`config.mk`:
```
export PLATFORM = sky130hd
export DESIGN_NAME = ex_mem_stage
export DESIGN_NICKNAME = d
export VERILOG_FILES = /design/src/rtl/ex_mem_stage.sv
export SDC_FILE = /design/constraint.sdc
export NUM_CORES = 1
export LEC_CHECK = 0
export ABC_AREA = 0
export BUFFER_PORTS_ARGS = -buffer_cell sky130_fd_sc_hd__buf_2
export CAP_MARGIN = 20
export CORE_UTILIZATION = 35
export DETAILED_ROUTE_END_ITERATION = 8
export GPL_TIMING_DRIVEN = 0
export PLACE_DENSITY_LB_ADDON = 0.25
export REMOVE_ABC_BUFFERS = 1
export SYNTH_ARGS = -nofsm -noshare
export SYNTH_HDL_FRONTEND = slang
export SYNTH_SLANG_ARGS = --single-unit
```
`constraint.sdc`:
```
create_clock -name clk -period 1.5 [get_ports clk]
set_input_delay 0.3 -clock clk [delete_from_list [all_inputs] [get_ports clk]]
set_output_delay 0.3 -clock clk [all_outputs]
set_load 0.01 [all_outputs]
```
`src/rtl/ex_mem_stage.sv`:
```
// ex_mem_stage: EX/MEM pipeline register.
// It captures the ALU result and the control bits that travel with it, and
// resolves conditional branches from the Zero flag.
// The stage holds up to two entries (main plus skid), so in_ready comes
// straight from a flop and never waits on out_ready.
// Optional feature: define EX_MEM_BNE_EN to add the is_bne input, which
// enables branch-if-not-equal resolution.
module ex_mem_stage #(
  parameter int DATA_W     = 32,
  parameter int REG_ADDR_W = 5
) (
  input  logic                  clk,
  input  logic                  reset,
  input  logic                  in_valid,
  output logic                  in_ready,
  input  logic [DATA_W-1:0]     alu_result,
  input  logic                  alu_zero,
  input  logic [REG_ADDR_W-1:0] rd_addr,
  input  logic                  reg_write,
  input  logic                  mem_read,
  input  logic                  mem_write,
  input  logic [DATA_W-1:0]     store_data,
  input  logic                  is_branch,
`ifdef EX_MEM_BNE_EN
  input  logic                  is_bne,
`endif
  input  logic [DATA_W-1:0]     branch_pc,
  input  logic                  flush,
  output logic                  out_valid,
  input  logic                  out_ready,
  output logic [DATA_W-1:0]     out_alu_result,
  output logic [REG_ADDR_W-1:0] out_rd_addr,
  output logic                  out_reg_write,
  output logic                  out_mem_read,
  output logic                  out_mem_write,
  output logic [DATA_W-1:0]     out_store_data,
  output logic                  branch_taken,
  output logic [DATA_W-1:0]     branch_target
);

  // One buffered instruction as the memory stage sees it.
  typedef struct packed {
    logic [DATA_W-1:0]     result;
    logic [REG_ADDR_W-1:0] rd;
    logic                  reg_write;
    logic                  mem_read;
    logic                  mem_write;
    logic [DATA_W-1:0]     store_data;
  } entry_t;

  // EMPTY: no entry held, ONE: main entry only, FULL: main and skid.
  typedef enum logic [1:0] {
    EMPTY = 2'd0,
    ONE   = 2'd1,
    FULL  = 2'd2
  } state_e;

  state_e            state_q, state_d;
  logic              in_ready_q;
  entry_t            main_q, main_d;
  entry_t            skid_q, skid_d;
  logic              branch_taken_q, branch_taken_d;
  logic [DATA_W-1:0] branch_target_q, branch_target_d;

  logic   accept;
  logic   pop;
  logic   branch_cond;
  logic   load_main_in;
  logic   load_main_skid;
  logic   load_skid;
  entry_t in_entry;

  assign in_entry.result     = alu_result;
  assign in_entry.rd         = rd_addr;
  assign in_entry.reg_write  = reg_write;
  assign in_entry.mem_read   = mem_read;
  assign in_entry.mem_write  = mem_write;
  assign in_entry.store_data = store_data;

  assign accept = in_valid & in_ready_q;
  assign pop    = out_valid & out_ready;

`ifdef EX_MEM_BNE_EN
  // BEQ takes precedence: when is_branch and is_bne are both set, only the Zero=1 case branches.
  assign branch_cond = is_branch ? alu_zero : (is_bne & ~alu_zero);
`else
  assign branch_cond = is_branch & alu_zero;
`endif

  // State register plus the registered ready, which tracks the next state so it is never combinational.
  always_ff @(posedge clk) begin
    if (reset) begin
      state_q    <= EMPTY;
      in_ready_q <= 1'b1;
    end else begin
      state_q    <= state_d;
      in_ready_q <= (state_d != FULL);
    end
  end

  // Next-state logic: flush empties the buffer, otherwise accept/pop move the occupancy.
  always_comb begin
    state_d = state_q;
    if (flush) begin
      state_d = EMPTY;
    end else begin
      case (state_q)
        EMPTY: begin
          if (accept) state_d = ONE;
        end
        ONE: begin
          if (accept && !pop)      state_d = FULL;
          else if (!accept && pop) state_d = EMPTY;
        end
        FULL: begin
          if (pop) state_d = ONE;
        end
        default: state_d = EMPTY;
      endcase
    end
  end

  // FSM outputs: the valid flag and which storage slot gets loaded this cycle.
  always_comb begin
    out_valid      = (state_q != EMPTY);
    load_main_in   = 1'b0;
    load_main_skid = 1'b0;
    load_skid      = 1'b0;
    if (!flush) begin
      case (state_q)
        EMPTY: load_main_in = accept;
        ONE: begin
          load_main_in = accept & pop;
          load_skid    = accept & ~pop;
        end
        FULL:    load_main_skid = pop;
        default: ;
      endcase
    end
  end

  // Entry datapath: main takes the new entry or the skid entry; skid only ever takes a new entry.
  always_comb begin
    main_d = main_q;
    skid_d = skid_q;
    if (load_main_in)        main_d = in_entry;
    else if (load_main_skid) main_d = skid_q;
    if (load_skid)           skid_d = in_entry;
  end

  // Entry storage; reset clears the data so the out_* ports read zero afterwards.
  always_ff @(posedge clk) begin
    if (reset) begin
      main_q <= '0;
      skid_q <= '0;
    end else begin
      main_q <= main_d;
      skid_q <= skid_d;
    end
  end

  // Branch resolution at accept time: a taken branch pulses for one cycle and latches its target.
  always_comb begin
    branch_taken_d  = accept & ~flush & branch_cond;
    branch_target_d = branch_taken_d ? branch_pc : branch_target_q;
  end

  // Branch report registers; the target holds its last value between pulses.
  always_ff @(posedge clk) begin
    if (reset) begin
      branch_taken_q  <= 1'b0;
      branch_target_q <= '0;
    end else begin
      branch_taken_q  <= branch_taken_d;
      branch_target_q <= branch_target_d;
    end
  end

  assign in_ready       = in_ready_q;
  assign out_alu_result = main_q.result;
  assign out_rd_addr    = main_q.rd;
  assign out_reg_write  = main_q.reg_write;
  assign out_mem_read   = main_q.mem_read;
  assign out_mem_write  = main_q.mem_write;
  assign out_store_data = main_q.store_data;
  assign branch_taken   = branch_taken_q;
  assign branch_target  = branch_target_q;

endmodule

```
==> results of run 1 <==
==> final timing paths <==
check	startpoint	to	cells after the start	slack (ns)
hold reg to reg	branch_target[1]	branch_target[1]	2	0.47
setup reg to reg	state_q[1]	out_store_data[10]	4	-0.008
setup / recovery	state_q[1]	out_store_data[10]	4	-0.008
hold / removal	branch_pc[3]	branch_target[3]	3	0.12
==> Yosys cell counts <==
library cell and count:
dfxtp_1 180, nand2_1 146, a21oi_1 106, nand3_1 104, o21ai_0 104, nor3_1 73, a311oi_1 60, buf_2 47
clkbuf_1 45, a311oi_2 12, buf_6 8, buf_4 4, inv_1 3, and4b_1 2, and4bb_1 2, nand4bb_1 2
a2111oi_1 1, buf_12 1, nand2_4 1, nand2b_1 1, nand4b_1 1, nor2b_1 1, nor4_1 1, or4_1 1
xnor2_1 1
==> layout make-up <==
cell class,count,area share (%)
multi-input combinational,637,37.2
tap,275,3.33
timing repair inverter,1,0.0726
inverter,3,0.145
clock buffer,17,4.11
antenna,1,0.0242
timing repair buffer,270,18.6
sequential,180,35.0
clock inverter,15,1.55
==> metal layers <==
| metal | GRT usage, % | up-vias |
|---|---|---|
| met4 | 6.65 | 0 |
| met2 | 39.6 | 299 |
| met1 | 31.6 | 3813 |
| li1 | - | 3732 |
| met5 | 0 | - |
| met3 | 6.07 | 22 |
==> worst register-to-register path, cell delays in order, from the launching register on <==
cell      delay, ns
dfxtp_4        0.38
and4bb_4       0.40
buf_16         0.20
nand2_4        0.19
a311oi_1       0.24
==> timing repair <==
action	in CTS	in global routing
buffers inserted	21	11
setup endpoints to repair	179	167
gates resized for setup	27	55
pin swaps	6	9
gates cloned	19	11
hold endpoints to repair	0	0
==> logic make-up after synthesis <==
family	after synthesis	synth area share, %
AND/OR/NAND/NOR	335	20.7
XOR/XNOR	1	0.117
flip-flops	180	48.2
AO/OA/AOI/OAI	283	23.6
buffers and inverters	108	7.42
==> power by group through the flow <==
stage	Sequential [mW]	Combinational (mW)	Clock, mW
after floorplan	5.21	0.387	0
after global routing	5.05	1.50	4.77
after global placement	5.14	1.04	0
after detailed placement	5.14	1.08	0
final	5.03	1.39	4.48
after CTS	5.03	1.28	4.59
==> stage by stage <==
| stage | hold WS [ns] | std cells | setup slack [ns] | instance area, um2 | utilization [%] |
|---|---|---|---|---|---|
| after floorplan | 0.368 | 802 | -4.22 | 6940 | - |
| after global placement | 0.457 | 1294 | -7.15 | 8370 | 39.8 |
| after detailed placement | 0.463 | 1305 | -1.11 | 8660 | 41.2 |
| after CTS | 0.0977 | 1377 | -0.00324 | 9860 | 46.9 |
| after global routing | 0.106 | 1398 | -0.0755 | 10300 | 49.2 |
| final | 0.118 | 1399 | -0.00846 | 10300 | 49.2 |
==> state kept, by name, indices dropped and copies added (netlist names), 2 cells and up <==
name and cells:
skid_q 72, branch_target 32, out_alu_result 32, out_store_data 32
out_rd_addr 5, state_q 2
==> cell usage in the layout, fill, tap and decap left out, drive strengths merged <==
cell type,instances
a2111oi,1
a21oi,106
a311oi,72
and4b,2
and4bb,5
buf,264
bufbuf,1
clkbuf,22
clkinv,5
clkinvlp,4
dfxtp,180
diode,1
inv,10
nand2,155
nand2b,5
nand3,104
nand4b,1
nand4bb,4
nor2b,2
nor3,73
nor4,1
o21ai,104
or4,1
xnor2,1
==> summary.md, run 1 <==
| Metric | Value |
|---|---|
| Port-buffer cells | 217 |
| Yosys warnings | 0 |
| Final Hold Fails | 0 |
| Total GRT Usage | 24.2% |
| Critical path fanouts, max | 9 |
| Top cell type's share of synthesized area | 48.2% |
| Core area | 0.0210 mm2 |
| Sequential area share after synthesis | roughly half |
| Drt via density | 5.62 |
| Failing checks | negative setup slack |
| Worst Path Required | approximately 1.8 ns |
| Worst slew pin tran | 0.660 ns |
| Highest clock rate | 663 MHz |
| Initial Utilization | a little over a third |
| CTS tree | done |
| Cells after Synth | ~900 |
| Mean Syn Cell Area | 8.25 um2 |
| Unique masters post-synth | 25 |
| Worst-Skew Late Latency | 0.43 ns |
| Max cap viols | 0 |
| Reg clk slew, reported paths | 0.08 ns |
| Layout cells sized above 1 | between 30% and 40% |
| Drt total wl | 29,100 um |
| Register area | 0.00361 mm2 |
| Buf+Inv Stages, Crit Path | 1 |
| Fillers | 2,025 |
| Die X-Extent | 148 um |
| Sequential power share | 46.1% |
| Final max-slew violation count | 0 |
| Switch Pwr | between 3 and 4 mW |
| Cell area after synthesis | 0.00748 mm2 |
| Root Buffer | clkbuf_16 |
| Remaining global-route overflow | 0 |
| Die height | 148 um |
| Sink Count | between 150 and 200 |
| Worst clock skew | 0.0122 ns |
| Power density over the cells | 1050 mW/mm2 |
| Nets | 1,221 |
| Final Wtd Congestion | between 0.7 and 0.8 |
| Synth area leader | dfxtp_1 |
| Met2 WL post-DR | 13,800 um |
| Startpoint Class | flop |
| Clock Power Share | 41.1% |
| CTS Hold Bufs | 0 |
| Area growth from synthesis to layout | 38.2% |
| Unrepaired setup endpoints after global routing | yes |
| Number of global-route vias before repair | 6,971 |
| Via count | 7,866 |
| Dominant cells by area after synthesis | dfxtp_1 48%, nand2_1 7.3%, a21oi_1 7.1% |
| #FFs+latches synth | between 150 and 200 |
| WP data arrival | 1.84 ns |
| Met3 wire len | ~2100 um |
| Final HPWL DP | between 10,000 and 15,000 um |
| Die area | approximately 0.022 mm2 |
| Multi-input gate area | 0.00385 mm2 |
| Worst Setup End Kind | flop |
| Switch share | 29.0% |
| Initial DRC Count | between 400 and 500 |
| Worst VDD drop | 0.000657 V |
| Largest net degree at the start of global routing | around 120 |
| Crit Path Category | flop to flop |
| Comb power frac | 12.8% |
| CP max stage cell | and4bb_4 |
| Final Cycle Share | 101% |
| # rows | 53 |
| IO Pins | about 220 |
| Setup violators final | 1 |
| Global-route wire length before repair | 40,900 um |
| Total Power | 10.9 mW |
| Internal | 7.74 mW |
| Tmin final | between 1.5 and 2 ns |
| Worst stage delay on the critical path | 0.40 ns |
| Pre-Repair DR Iteration Count | 4 |
| Slew HR | 56.0% |
| Initial antenna violation count | 1 |
| # H-tree levels | 4 |
| Top routing layer in use | met4 |
| Routed wire length per instance | 20.8 um |
| HP Class | input pin to flop |
| CP Cell Sequence | and4bb_4 -> buf_16 -> nand2_4 -> a311oi_1 |
| Setup TNS | -0.00846 ns |
| DRC viols | 0 |
| CTS buffer count | 17 |
| Crit path max-delay family | simple AND/OR/NAND/NOR gates |
| Setup ws final | -0.00846 ns |
| Status | complete, but fails checks |
| Leakage | 3.89 nW |
| DRT antenna net count | 0 |
| Clk buf depth | 2 |
| WL met1 | 12,700 um |
Note: power is estimated with default switching activity, not from simulation.
==> run 2: changes to the inputs <==
--- a/config.mk
+++ b/config.mk
@@ -6,7 +6,7 @@
 export NUM_CORES = 1
 export LEC_CHECK = 0
 export ABC_AREA = 0
-export BUFFER_PORTS_ARGS = -buffer_cell sky130_fd_sc_hd__buf_2
+export BUFFER_PORTS_ARGS = -buffer_cell sky130_fd_sc_hd__clkbuf_2
 export CAP_MARGIN = 20
 export CORE_UTILIZATION = 35
 export DETAILED_ROUTE_END_ITERATION = 8
==> run 2 against run 1 <==
Compared with the run above:
- the run still ends with negative setup slack left
- flip-flop and latch count unchanged
- via count increased by 3.1%
- fmax decreased by 3.4%
- non-clock buffer count increased by 20
- power increased by 4.0%
- combinational power increased by 9%
- worst hold slack got worse by 0.025 ns
- count of clock-buffer cells in the layout unchanged
- sequential share of layout area decreased by 2.3 points
- critical path depth increased by 2
- register-to-register slack got worse by 0.05 ns
- critical endpoint is now out_store_data[1]
- largest power group unchanged
- highest routed layer unchanged
==> summary.md, run 2 (synthesized netlist as in run 1, its figures left out) <==
| Metric | Value |
|---|---|
| Status | complete, but fails checks |
| Failing checks | negative setup slack |
| Startpoint Class | flop |
| CP max stage cell | dfxtp_4 |
| Die area | 0.0220 mm2 |
| # H-tree levels | 4 |
| HP Class | input pin to flop |
| Final Hold Fails | 0 |
| R2R Path Start | state_q[1] |
| Via count | 8,111 |
| Routed wire length per instance | 22.6 um |
| Final HPWL DP | roughly 13,000 um |
| Reg clk slew, reported paths | 0.08 ns |
| CTS tree | done |
| Most frequent cells in the layout | 213 x clkbuf_2, 177 x dfxtp_1, 119 x nand2_1 |
| CP most frequent cell | buf_12 |
| Final Cycle Share | 104% |
| Remaining global-route overflow | 0 |
| Setup violators final | 8 |
| # rows | 53 |
| Final core utilization | a little over half |
| CTS buffer count | 17 |
| Crit path max-delay family | buffers and inverters |
| Core area | ~0.021 mm2 |
| Crit path from | state_q[1] |
| Worst slew pin tran | 0.674 ns |
| Port-buffer cells | between 200 and 250 |
| Largest net degree at the start of global routing | ~100 |
| Placed Area | 0.00870 mm2 |
| Unrepaired setup endpoints after global routing | yes |
| Die height | 148 um |
| Leakage | 4.19 nW |
| Worst Setup End Kind | flop |
| CP Cell Sequence | buf_6 -> and4bb_4 -> buf_12 -> buf_12 -> nand2_1 -> a311oi_1 |
| Setup ws final | -0.0615 ns |
| Highest clock rate | 640 MHz |
| Worst Path Required | 1.82 ns |
| Worst R2R End | out_store_data[1] |
| Global-route wire length before repair | 42,100 um |
| Reg2reg path depth | 6 |
| Final Wtd Congestion | 0.759 |
| Sink Count | 180 |
| Die X-Extent | 148 um |
| Hold slack | 0.0930 ns |
| Area growth from synthesis to layout | 48.1% |
| Crit path depth | 6 |
| Buf+Inv Stages, Crit Path | 3 |
| Max reg flops | 72 |
| Initial antenna violation count | 1 |
| WP data arrival | 1.88 ns |
| Initial DRC Count | between 500 and 600 |
| Critical path fanouts, max | 8 |
| Drt total wl | 32,100 um |
| Setup slack, reg-to-reg | -0.06 ns |
| Worst-Skew Late Latency | between 0.4 and 0.5 ns |
| Clk buf depth | 2 |
| DRT antenna net count | 0 |
| Drt via density | 5.72 |
| IO Pins | 218 |
| Worst clock skew | 0.0144 ns |
| DRC viols | 0 |
| Layout cells sized above 1 | 38.3% |
| Slew HR | 55.1% |
| Most common cell after layout, fill and taps aside | clkbuf_2 |
| Crit Path Category | flop to flop |
| Max cap viols | 0 |
| Worst VDD drop | 0.000691 V |
| Reg with most FFs | skid_q |
| Pre-Repair DR Iteration Count | 5 |
| Initial Utilization | a little over a third |
| Number of global-route vias before repair | 7,196 |
| Final max-slew violation count | 0 |
| Worst stage delay on the critical path | 0.39 ns |
| Nets | 1,239 |
| Fin area | around 0.011 mm2 |
| Total GRT Usage | roughly 25% |
| Tmin final | 1.56 ns |
| Root Buffer | clkbuf_16 |
| Critical path capture point | out_store_data[1] |
| Power density over the cells | 1020 mW/mm2 |
-- run 2: layout make-up --
class	instances	area [um2]
repair buffers	290	2450
clock buffers	17	425
well taps	275	344
fillers	1943	9940
multi-input cells	635	4030
repair inverters	1	7.51
flip-flops and latches	180	3610
clock inverters	15	190
inverters	3	17.5
diodes	1	2.50
-- run 2: where the power goes --
part           leakage, nW  total (mW)  internal [mW]  switching (mW)
clock network        0.296        4.78           2.54            2.24
logic                 2.43        1.51          0.622           0.892
registers             1.47        5.04           4.94          0.0977
total                 4.19        11.3           8.11            3.23
-- run 2: how the worst min path moves through the flow --
stage	from	end	depth (start not counted)	slack (ns)
CTS	branch_pc[10]	branch_target[10]	3	0.08
global placement	branch_target[15]	branch_target[15]	2	0.46
detailed placement	skid_q[0]	skid_q[0]	2	0.47
finish	branch_pc[10]	branch_target[10]	3	0.09
floorplan	reset	out_alu_result[18]	1	0.37
global route	branch_pc[25]	branch_target[25]	3	0.09
-- run 2: metal layers --
layer  track usage [%]  part of all wire [%]
met3              7.18                   8.7
met2              41.5                    48
met4              9.69                   2.8
met5                 0                     0
met1              30.8                    40
-- run 2: stage by stage --
stage          cells  setup TNS (ns)  setup WS, ns  total power [mW]
2_1_floorplan    802         -591.56         -4.22              5.60
3_3_place_gp    1294        -1067.95         -7.11              6.18
3_5_place_dp    1306         -118.66         -1.19              6.22
4_1_cts         1387           -2.19       -0.0664              11.2
5_1_grt         1416           -2.14       -0.0987              11.7
6_report        1417          -0.146       -0.0615              11.3
-- run 2: tightest hold or removal path, stage by stage --
cell,delay (ns)
clkbuf_2,0.08
nand3_1,0.05
a21oi_1,0.05
-- run 2: what timing repair did --
item | 4_1_cts | 5_1_grt
pin swaps | 9 | 38
setup buffers | 26 | 11
endpoints found under the hold margin | 0 | 0
gates cloned | 23 | 19
hold buffers | 0 | 0
setup endpoints to repair | 179 | 175
resized for setup | 36 | 142
